<file path="src/rtl/video_timing_pkg.sv">
// video_timing_pkg
// Shared constants and types for the video timing blocks.
//   - 720p60 default field lengths and pixel period
//   - region_e   : position of a counter inside its line/frame axis
//   - gen_state_e: run/drain/idle state of the sync generator
package video_timing_pkg;

   localparam int H_ACTIVE_720P      = 1280;
   localparam int H_SYNC_720P        = 40;
   localparam int H_BACK_PORCH_720P  = 220;
   localparam int H_FRONT_PORCH_720P = 110;
   localparam int V_ACTIVE_720P      = 720;
   localparam int V_SYNC_720P        = 5;
   localparam int V_BACK_PORCH_720P  = 20;
   localparam int V_FRONT_PORCH_720P = 5;
   localparam int PIX_PERIOD_PS_720P = 13468;
   localparam int CNT_W_DEFAULT      = 12;

   // Regions in the order they occur along an axis.
   typedef enum logic [1:0] {
      SYNC   = 2'd0,
      BPORCH = 2'd1,
      ACTIVE = 2'd2,
      FPORCH = 2'd3
   } region_e;

   typedef enum logic [1:0] {
      ST_IDLE  = 2'd0,
      ST_RUN   = 2'd1,
      ST_DRAIN = 2'd2
   } gen_state_e;

endpackage

</file>
<file path="src/rtl/sync_axis_cnt.sv">
// sync_axis_cnt
// One timing axis (horizontal or vertical): a wrapping position counter
// plus region/offset decode.
//   pix_clk, n_rst : clock, asynchronous active-low reset
//   clr_i          : force the counter to 0 (priority over inc_i)
//   inc_i          : advance the counter, wrapping after the last position
//   wrap_o         : current position is the last one of the axis
//   nxt_cnt_o      : position the counter takes at the coming edge
//   nxt_region_o   : region of that next position
//   nxt_offset_o   : next position relative to the first active position
// The decodes look at the next position so the parent can register its
// outputs on the same edge the counter moves, keeping them aligned.
module sync_axis_cnt
   import video_timing_pkg::*;
#(
   parameter int SYNC_LEN   = H_SYNC_720P,
   parameter int BPORCH_LEN = H_BACK_PORCH_720P,
   parameter int ACTIVE_LEN = H_ACTIVE_720P,
   parameter int FPORCH_LEN = H_FRONT_PORCH_720P,
   parameter int CNT_W      = CNT_W_DEFAULT
) (
   input  logic             pix_clk,
   input  logic             n_rst,
   input  logic             clr_i,
   input  logic             inc_i,
   output logic             wrap_o,
   output logic [CNT_W-1:0] nxt_cnt_o,
   output region_e          nxt_region_o,
   output logic [CNT_W-1:0] nxt_offset_o
);

   localparam int TOTAL = SYNC_LEN + BPORCH_LEN + ACTIVE_LEN + FPORCH_LEN;
   localparam logic [CNT_W-1:0] LAST      = CNT_W'(TOTAL - 1);
   localparam logic [CNT_W-1:0] ACT_START = CNT_W'(SYNC_LEN + BPORCH_LEN);
   // Region bounds carry one extra bit: the end of the active region may
   // equal 2^CNT_W when the front porch is empty.
   localparam logic [CNT_W:0] END_SYNC   = (CNT_W+1)'(SYNC_LEN);
   localparam logic [CNT_W:0] END_BPORCH = (CNT_W+1)'(SYNC_LEN + BPORCH_LEN);
   localparam logic [CNT_W:0] END_ACTIVE = (CNT_W+1)'(SYNC_LEN + BPORCH_LEN + ACTIVE_LEN);

   logic [CNT_W-1:0] cnt_reg;
   logic [CNT_W-1:0] cnt_next;
   logic [CNT_W:0]   cnt_wide;

   assign wrap_o = (cnt_reg == LAST);

   always_comb begin
      cnt_next = cnt_reg;
      if (clr_i) begin
         cnt_next = '0;
      end else if (inc_i) begin
         cnt_next = wrap_o ? '0 : cnt_reg + 1'b1;
      end
   end

   always_ff @(posedge pix_clk or negedge n_rst) begin
      if (!n_rst) begin
         cnt_reg <= '0;
      end else begin
         cnt_reg <= cnt_next;
      end
   end

   assign cnt_wide = {1'b0, cnt_next};

   always_comb begin
      nxt_region_o = FPORCH;
      if (cnt_wide < END_SYNC) begin
         nxt_region_o = SYNC;
      end else if (cnt_wide < END_BPORCH) begin
         nxt_region_o = BPORCH;
      end else if (cnt_wide < END_ACTIVE) begin
         nxt_region_o = ACTIVE;
      end
   end

   assign nxt_cnt_o    = cnt_next;
   assign nxt_offset_o = cnt_next - ACT_START;

endmodule

</file>
<file path="src/rtl/sync_gen.sv">
// sync_gen
// Free-running video timing generator (transmit side of timing_gen).
//   pix_clk, n_rst : pixel clock, asynchronous active-low reset
//   en_i           : run request, level sensitive
//   hsync_o/vsync_o: active-high syncs (vsync spans whole lines)
//   de_o           : active-pixel enable
//   sof_o          : one-cycle pulse on the first cycle of each frame
//   x_o, y_o       : active pixel coordinates, 0 outside de_o
//   busy_o         : high from the first to the last cycle of generated frames
// Whole frames only: dropping en_i lets the current frame finish, and
// re-raising it before the end continues without a gap.
module sync_gen
   import video_timing_pkg::*;
#(
   parameter int H_ACTIVE      = H_ACTIVE_720P,
   parameter int H_SYNC        = H_SYNC_720P,
   parameter int H_BACK_PORCH  = H_BACK_PORCH_720P,
   parameter int H_FRONT_PORCH = H_FRONT_PORCH_720P,
   parameter int V_ACTIVE      = V_ACTIVE_720P,
   parameter int V_SYNC        = V_SYNC_720P,
   parameter int V_BACK_PORCH  = V_BACK_PORCH_720P,
   parameter int V_FRONT_PORCH = V_FRONT_PORCH_720P,
   parameter int CNT_W         = CNT_W_DEFAULT
) (
   input  logic             pix_clk,
   input  logic             n_rst,
   input  logic             en_i,
   output logic             hsync_o,
   output logic             vsync_o,
   output logic             de_o,
   output logic             sof_o,
   output logic [CNT_W-1:0] x_o,
   output logic [CNT_W-1:0] y_o,
   output logic             busy_o
);

   localparam int H_TOTAL = H_ACTIVE + H_SYNC + H_BACK_PORCH + H_FRONT_PORCH;
   localparam int V_TOTAL = V_ACTIVE + V_SYNC + V_BACK_PORCH + V_FRONT_PORCH;

   generate
      if (H_TOTAL > (1 << CNT_W) || V_TOTAL > (1 << CNT_W)) begin : g_range_check
         $error("sync_gen: H_TOTAL or V_TOTAL does not fit in CNT_W bits");
      end
   endgenerate

   gen_state_e       state_reg, state_next;
   logic             en_reg;
   logic             h_wrap, v_wrap, frame_last, cnt_clr;
   logic [CNT_W-1:0] h_nxt, v_nxt, h_off, v_off;
   region_e          h_region, v_region;

   logic             hsync_next, vsync_next, de_next, sof_next, busy_next;
   logic [CNT_W-1:0] x_next, y_next;
   logic             hsync_reg, vsync_reg, de_reg, sof_reg, busy_reg;
   logic [CNT_W-1:0] x_reg, y_reg;

   // The FSM acts on a registered copy of en_i, so the first frame cycle
   // appears one edge after the edge that samples the request.
   assign frame_last = (state_reg != ST_IDLE) && h_wrap && v_wrap;

   always_comb begin
      state_next = state_reg;
      unique case (state_reg)
         ST_IDLE: begin
            if (en_reg) state_next = ST_RUN;
         end
         ST_RUN: begin
            if (frame_last)   state_next = en_reg ? ST_RUN : ST_IDLE;
            else if (!en_reg) state_next = ST_DRAIN;
         end
         ST_DRAIN: begin
            if (frame_last)  state_next = en_reg ? ST_RUN : ST_IDLE;
            else if (en_reg) state_next = ST_RUN;
         end
         default: state_next = ST_IDLE;
      endcase
   end

   // Counters sit at 0 while idle and on the start edge, so the first
   // active cycle is h=0, v=0.
   assign cnt_clr = (state_reg == ST_IDLE) || (state_next == ST_IDLE);

   sync_axis_cnt #(
      .SYNC_LEN(H_SYNC), .BPORCH_LEN(H_BACK_PORCH),
      .ACTIVE_LEN(H_ACTIVE), .FPORCH_LEN(H_FRONT_PORCH), .CNT_W(CNT_W)
   ) u_h_cnt (
      .pix_clk(pix_clk), .n_rst(n_rst), .clr_i(cnt_clr), .inc_i(1'b1),
      .wrap_o(h_wrap), .nxt_cnt_o(h_nxt), .nxt_region_o(h_region),
      .nxt_offset_o(h_off)
   );

   sync_axis_cnt #(
      .SYNC_LEN(V_SYNC), .BPORCH_LEN(V_BACK_PORCH),
      .ACTIVE_LEN(V_ACTIVE), .FPORCH_LEN(V_FRONT_PORCH), .CNT_W(CNT_W)
   ) u_v_cnt (
      .pix_clk(pix_clk), .n_rst(n_rst), .clr_i(cnt_clr), .inc_i(h_wrap),
      .wrap_o(v_wrap), .nxt_cnt_o(v_nxt), .nxt_region_o(v_region),
      .nxt_offset_o(v_off)
   );

   always_comb begin
      hsync_next = 1'b0;
      vsync_next = 1'b0;
      de_next    = 1'b0;
      sof_next   = 1'b0;
      busy_next  = 1'b0;
      x_next     = '0;
      y_next     = '0;
      if (state_next != ST_IDLE) begin
         busy_next  = 1'b1;
         hsync_next = (h_region == SYNC);
         vsync_next = (v_region == SYNC);
         de_next    = (h_region == ACTIVE) && (v_region == ACTIVE);
         sof_next   = (h_nxt == '0) && (v_nxt == '0);
         if (de_next) begin
            x_next = h_off;
            y_next = v_off;
         end
      end
   end

   always_ff @(posedge pix_clk or negedge n_rst) begin
      if (!n_rst) begin
         state_reg <= ST_IDLE;
         en_reg    <= 1'b0;
         hsync_reg <= 1'b0;
         vsync_reg <= 1'b0;
         de_reg    <= 1'b0;
         sof_reg   <= 1'b0;
         busy_reg  <= 1'b0;
         x_reg     <= '0;
         y_reg     <= '0;
      end else begin
         state_reg <= state_next;
         en_reg    <= en_i;
         hsync_reg <= hsync_next;
         vsync_reg <= vsync_next;
         de_reg    <= de_next;
         sof_reg   <= sof_next;
         busy_reg  <= busy_next;
         x_reg     <= x_next;
         y_reg     <= y_next;
      end
   end

   assign hsync_o = hsync_reg;
   assign vsync_o = vsync_reg;
   assign de_o    = de_reg;
   assign sof_o   = sof_reg;
   assign busy_o  = busy_reg;
   assign x_o     = x_reg;
   assign y_o     = y_reg;

endmodule
</file>
<file path="config.mk">
export PLATFORM = sky130hd
export DESIGN_NAME = sync_gen
export DESIGN_NICKNAME = d
export VERILOG_FILES = /design/src/rtl/video_timing_pkg.sv /design/src/rtl/sync_axis_cnt.sv /design/src/rtl/sync_gen.sv
export SDC_FILE = /design/constraint.sdc
export NUM_CORES = 1
export LEC_CHECK = 0
export BUFFER_PORTS_ARGS = -buffer_cell sky130_fd_sc_hd__buf_2
export CAP_MARGIN = 5
export CORE_ASPECT_RATIO = 0.8
export CORE_MARGIN = 5
export CORE_UTILIZATION = 35
export CTS_CLUSTER_DIAMETER = 100
export DETAILED_ROUTE_END_ITERATION = 16
export GPL_ROUTABILITY_DRIVEN = 1
export PLACE_DENSITY_LB_ADDON = 0.2
export SYNTH_ARGS = -nofsm -noshare
export SYNTH_HDL_FRONTEND = slang
export SYNTH_HIERARCHICAL = 1
export SYNTH_SLANG_ARGS = --single-unit
</file>
<file path="constraint.sdc">
create_clock -name pix_clk -period 4.6 [get_ports pix_clk]
set_input_delay 0 -clock pix_clk [delete_from_list [all_inputs] [get_ports pix_clk]]
set_output_delay 0 -clock pix_clk [all_outputs]
set_load 0.01 [all_outputs]
</file>
== After elaboration in Yosys (flattened, before gate mapping) ==
Index checks and enable logic that the tools add are counted.
Widths: inputs -> output; s select.
Storage, ports and cells
  register bits after elaboration: 56
  output and inout port bits: 29
Operators by class
  add/sub/neg operators: 4
  $lt $le $gt $ge: 6
  eq/ne operators: 6
  mux-type cells: 26
  reduce and logical (&&, ||, !) cells: 13
Operator list (count)
  $mux 12: 9
  $add 12x1->12 const B: 2
  $logic_not 12->1: 2
  $mux 2: 8
  $eq 12x10->1 const B: 1
  $eq 12x11->1 const B: 1
  $lt 12x10->1 const B: 1
  $lt 12x11->1 const B: 1
  $lt 12x3->1 const B: 1
  $lt 12x5->1 const B: 1
  $lt 12x6->1 const B: 1
  $lt 12x9->1 const B: 1
  $sub 12x5->12 const B: 1
  $sub 12x9->12 const B: 1
  $logic_not 2->1: 4
  $mux 1: 8
  $eq 2x2->1 const B: 3
  $pmux 2 s3: 1
  $logic_and 1x1->1: 4
  $reduce_bool 2->1: 2
  $eq 2x1->1 const B: 1
  $logic_or 1x1->1: 1

== Longest topological paths before layout ==
  depth after elaboration: 16
  mapped depth: 20
  gate-level depth less buffers: 19

== By module ==
The synthesis kept the hierarchy.
Modules (own cells, without submodules)
  sync_axis_cnt (u_v_cnt): times used 1, cells each 151, area an instance 1340.0 µm²
  sync_gen: times used 1, cells each 81, area an instance 1173.6 µm²
  sync_axis_cnt (u_h_cnt): times used 1, cells each 131, area an instance 1157.4 µm²

== Worst setup path before layout ==
OpenSTA, ideal clock, no wires.
  kind: register to register
  start: register u_h_cnt.cnt_reg[1]
  end: register x_reg[0] (netlist: x_o[0])
  setup time: 0.117 ns
  data arrival time: 4.043 ns
  path slack: 0.441 ns
  cell stages (with the launch flop): 20
  buffers on the path: 2
  cells stage by stage: dfrtp_1 > inv_1 > ha_1 > or3b_4 > nor4_4 > a2bb2oi_2 > o21ai_0 > inv_1 > o21ai_0 > a41oi_1 > nand2_1 > ha_1 > clkdlybuf4s18_2 > a2111o_1 > a31oi_2 > or3_1 > and3b_1 > o2111a_2 > buf_6 > and2_4
On the way
  elaborated cells between the ends (all ways): 32
RTL lines
  from (decl): RTL line sync_axis_cnt.sv:41  | logic [CNT_W-1:0] cnt_reg;
  from (signal assigned): RTL line sync_axis_cnt.sv:60  | cnt_reg <= cnt_next;
  $eq 12x11->1 (*): RTL line sync_axis_cnt.sv:45  | assign wrap_o = (cnt_reg == LAST);
  via h_wrap: RTL line sync_gen.sv:48  | logic h_wrap, v_wrap, frame_last, cnt_clr;
  $logic_and 1x1->1 (*) (2 in a row): RTL line sync_gen.sv:59  | assign frame_last = (state_reg != ST_IDLE) && h_wrap && v_wrap;
  $mux 2, on equally long branches: RTL line sync_gen.sv:72, sync_gen.sv:68
  $pmux 2 s3 (*): RTL line sync_gen.sv:63  | unique case (state_reg)
  $logic_not 2->1 (*): RTL line sync_gen.sv:81  | assign cnt_clr = (state_reg == ST_IDLE) || (state_next == ST_IDLE);
  $logic_or 1x1->1 (*): RTL line sync_gen.sv:81
  via cnt_clr: RTL line sync_gen.sv:48
  [2 not listed]
  $mux 2: RTL line sync_axis_cnt.sv:70  | end else if (cnt_wide < END_BPORCH) begin
  $mux 2 (*): RTL line sync_axis_cnt.sv:68  | if (cnt_wide < END_SYNC) begin
  via v_region[1]: RTL line sync_gen.sv:50  | region_e h_region, v_region;
  $eq 2x2->1 (*): RTL line sync_gen.sv:113  | de_next = (h_region == ACTIVE) && (v_region == ACTIVE);
  $logic_and 1x1->1 (*): RTL line sync_gen.sv:113
  $mux 12 (*): RTL line sync_gen.sv:115  | if (de_next) begin
  $mux 12 (*): RTL line sync_gen.sv:109  | if (state_next != ST_IDLE) begin
  via x_next[0]: RTL line sync_gen.sv:53  | logic [CNT_W-1:0] x_next, y_next;
  to (signal assigned): RTL line sync_gen.sv:141  | x_reg <= x_next;
  to (decl): RTL line sync_gen.sv:55  | logic [CNT_W-1:0] x_reg, y_reg;
Mark *: on every way through the listed nets, which the timed path passes. The rest lies on a longest branch.

== Worst setup path in the final report ==
  start: register u_h_cnt.cnt_reg[1]
  end: register y_reg[11] (netlist: y_o[11])
On the way
  elaborated cells between the ends (all ways): 32
RTL lines
  $eq 12x11->1 (*): RTL line sync_axis_cnt.sv:45
  via h_wrap: RTL line sync_gen.sv:48
  $logic_and 1x1->1 (2 in a row): RTL line sync_gen.sv:59
  $mux 2, on equally long branches: RTL line sync_gen.sv:72, sync_gen.sv:68
  $pmux 2 s3: RTL line sync_gen.sv:63
  $logic_not 2->1: RTL line sync_gen.sv:81
  $logic_or 1x1->1: RTL line sync_gen.sv:81
  $mux 12 (*): RTL line sync_axis_cnt.sv:49  | if (clr_i) begin
  $lt 12x5->1: RTL line sync_axis_cnt.sv:70
  $mux 2: RTL line sync_axis_cnt.sv:70
  $mux 2 (*): RTL line sync_axis_cnt.sv:68
  via v_region[1]: RTL line sync_gen.sv:50
  $eq 2x2->1 (*): RTL line sync_gen.sv:113
  $logic_and 1x1->1 (*): RTL line sync_gen.sv:113
  $mux 12 (*): RTL line sync_gen.sv:115
  $mux 12 (*): RTL line sync_gen.sv:109
  via y_next[11]: RTL line sync_gen.sv:53
  to (signal assigned): RTL line sync_gen.sv:142  | y_reg <= y_next;
  to (decl): RTL line sync_gen.sv:55
Marked as above.

==> run_results.csv <==
group,metric,value,unit
floorplan,dieArea,12600,sq um
setup_path,crit_path_end_kind,"register",
clocking,cts_tree,"built",
setup_path,startpoint_type,"register",
place,place.gp.congestion,0.872,
place,portBuffers,31,
yosys,ys_seq_area_share,38.2,%
layout,layout.nets,406,
clocking,postCtsSetupBuffers,0,
route,drc_errors,0,
floorplan,rows,33,
hold_path,hold_class,"in -> async",
setup_path,reg2reg_to,"y_o[11]$_DFF_PN0_",
layout,fin_util,40.0,%
setup_path,critical_path_class,"reg -> reg",
global_route,antenna_found_initial,0,
setup_path,crit_arrival,4550,ps
power_and_ir_drop,ir_worst_vdd,167,uV
yosys,netlist_area,3670,sq um
route,drtPass1Iterations,5,
layout,nFillCells,1025,
clocking,clk_pin_slew_worst_paths,80,ps
timing,setup_violations,0,
route,drtIter0Drc,292,
layout,final_layout_size_suffix_gt1_share,27.7,%
yosys,synthCells,363,
yosys,yosysUniqueCellTypes,74,
floorplan,num_io_pins,32,
timing,relSlewSlack,49.6,%
setup_path,reg2reg_from,"u_h_cnt/cnt_reg[1]$_DFF_PN0_",
clocking,insertion_delay,290,ps
yosys,synthFlopType,"dfrtp_1",
timing,worst_pin_slew,752,ps
yosys,avgSynthCellArea,10.1,sq um
setup_path,rrSetupSlack,230,ps
timing,layout_min_cycle_time,4370,ps
global_route,grt_usage,14.3,%
timing,post-route-period-util,94.9,%
timing,skew,6.98,ps
setup_path,path_max_fanout,20,
setup_path,cp.required,4780,ps
timing,slew_violations,0,
global_route,grt_pass1_vias,2565,
global_route,grt_start_max_net_pins,57,
floorplan,start_util,35.9,%
floorplan,die_h,102,um
route,vias,2811,
yosys,synthArstFlopShare,100,%
job,cap_violations,0,
layout,area_growth,11.7,%
power_and_ir_drop,p_per_area,247,nW/um^2
clocking,cts_buffers,5,
clocking,numClockSinks,56,
timing,hold_violations,0,
floorplan,die_w,125,um
timing,rsz0062_at_grt,"false",
clocking,htree_levels,2,
route,routedWlPerCell,17.3,um
clocking,clockBufferDepth,2,
global_route,grt_pass1_wl,14500,um
power_and_ir_drop,p_leak,1.86,nW
route,drt_wl_total,9270,um
route,vias_per_cell,5.23,
yosys,yosysWarnings,6,
floorplan,core,10200,sq um
clocking,ctsRootBufferMaster,"clkbuf_16",
layout,diodes,0,
route,ant_nets,0,
timing,setup-tns-final,0,ps
setup_path,worst-r2r-cell-count,13,
outcome,status,"finished, final reports clean",
yosys,synth_seq_cells,56,
place,place_hpwl,6830,um
global_route,grt_overflow_total,0,
timing,max_freq,229,MHz
yosys,synth-edff-count,0,
-- placed cells by master, fill, tap and decap left out, types with 3 or more instances in the layout --
| master | count |
|---|---|
| nand3_2 | 3 |
| a41oi_1 | 3 |
| nand4_1 | 6 |
| o21ai_1 | 4 |
| a31oi_1 | 4 |
| o21ai_0 | 10 |
| and2_4 | 19 |
| clkbuf_16 | 5 |
| o211ai_1 | 3 |
| ha_1 | 7 |
| nor3_1 | 11 |
| nor4_1 | 13 |
| dfrtp_1 | 56 |
| a21boi_0 | 3 |
| xnor2_1 | 22 |
| o31ai_1 | 6 |
| buf_2 | 31 |
| conb_1 | 3 |
| nor2_1 | 29 |
| or4_1 | 3 |
| and3b_1 | 5 |
| nand2_1 | 19 |
| buf_4 | 13 |
| nor4_4 | 3 |
| a21oi_1 | 8 |
| xor2_1 | 12 |
| and3_1 | 4 |
| nand3_1 | 10 |
| mux2i_1 | 3 |
| inv_1 | 15 |
| and2_2 | 7 |
-- worst max-delay path, stage by stage, from the launching register on --
cell	delay, ps
dfrtp_1	460
inv_1	80
ha_1	130
or3b_4	380
nor4_4	300
buf_4	300
nand3_2	290
or4_4	620
a311oi_4	450
a31oi_2	180
or3_1	360
and3b_1	220
o2111a_2	250
and2_2	220
-- how the worst max path moves through the flow --
stage / from / to / cells after the start
floorplan: u_h_cnt/cnt_reg[1]$_DFF_PN0_ / x_o[0]$_DFF_PN0_ / 19
global placement: u_h_cnt/cnt_reg[1]$_DFF_PN0_ / y_o[11]$_DFF_PN0_ / 13
detailed placement: u_h_cnt/cnt_reg[1]$_DFF_PN0_ / y_o[11]$_DFF_PN0_ / 13
CTS: u_h_cnt/cnt_reg[1]$_DFF_PN0_ / y_o[11]$_DFF_PN0_ / 13
global route: u_h_cnt/cnt_reg[1]$_DFF_PN0_ / x_o[11]$_DFF_PN0_ / 13
finish: u_h_cnt/cnt_reg[1]$_DFF_PN0_ / y_o[11]$_DFF_PN0_ / 13
-- synthesized netlist by cell type, drive strengths merged (7+ instances only) --
cell type / count / area, sq um
nand4: 8 / 71.3
nor4: 16 / 145
nand2: 19 / 71.3
xnor2: 22 / 193
a21oi: 9 / 48.8
buf: 14 / 126
o31ai: 7 / 52.6
nor3: 12 / 65.1
xor2: 12 / 105
ha: 7 / 87.6
dfrtp: 56 / 1400
inv: 15 / 56.3
o21ai: 15 / 75.1
and2: 28 / 231
nor2: 29 / 109
clkbuf: 8 / 80.1
nand3: 14 / 97.6
-- metrics by stage --
| step | power (mW) | std cells | cell area, sq um | hold slack, ps | worst slack, ps |
|---|---|---|---|---|---|
| finish | 1.01 | 537 | 4100 | 350 | 233 |
| global route | 1.06 | 537 | 4100 | 371 | 33.7 |
| CTS | 1.03 | 536 | 4060 | 348 | 204 |
| detailed placement | 0.624 | 526 | 3890 | 124 | 235 |
| global placement | 0.624 | 526 | 3890 | 121 | 284 |
| floorplan | 0.587 | 365 | 3680 | -296 | 441 |
-- cells by family (layout without fill, tap and decap cells) --
kind of cell,Yosys count,after routing,share of synthesized area [%]
AND/OR/NAND/NOR,155,155,28.3
AO/OA/AOI/OAI,69,70,14.7
flip-flops,56,56,38.2
buffers and inverters,38,69,7.43
XOR/XNOR,34,34,8.11
adder cells (fa/ha/maj),7,7,2.39
multiplexers,3,3,0.818
other,1,3,0.102
-- area by class of cell --
class | instances | area (sq um) | area share, %
Clock buffer | 5 | 125 | 3.05
Clock inverter | 3 | 27.5 | 0.671
Inverter | 15 | 56.3 | 1.37
Multi-Input combinational cell | 272 | 2040 | 49.8
Sequential cell | 56 | 1400 | 34.2
Tap cell | 140 | 175 | 4.27
Timing Repair Buffer | 46 | 273 | 6.65
-- repair_timing --
item                                    in CTS  in global routing
hold buffers                                 2                  0
endpoints found under the setup margin       0                 25
resized for setup                            0                  6
endpoints found under the hold margin       57                  0
-- report_power, final --
group | leakage, nW | internal (mW) | switching, mW
Combinational | 1.02 | 0.0366 | 0.0676
Clock | 0.0719 | 0.207 | 0.186
Sequential | 0.763 | 0.503 | 0.0123
Total | 1.86 | 0.747 | 0.266
-- routing by layer --
layer,vias to the layer above,share of wire [%],wire length [um],track usage [%]
met4,0,0.83,77,3.62
met5,-,0,0,0
met1,1335,53,4930,23.2
li1,1380,-,-,-
met2,90,39,3650,19.0
met3,6,6.5,598,2.79
Power figures use the tool's default switching activity.
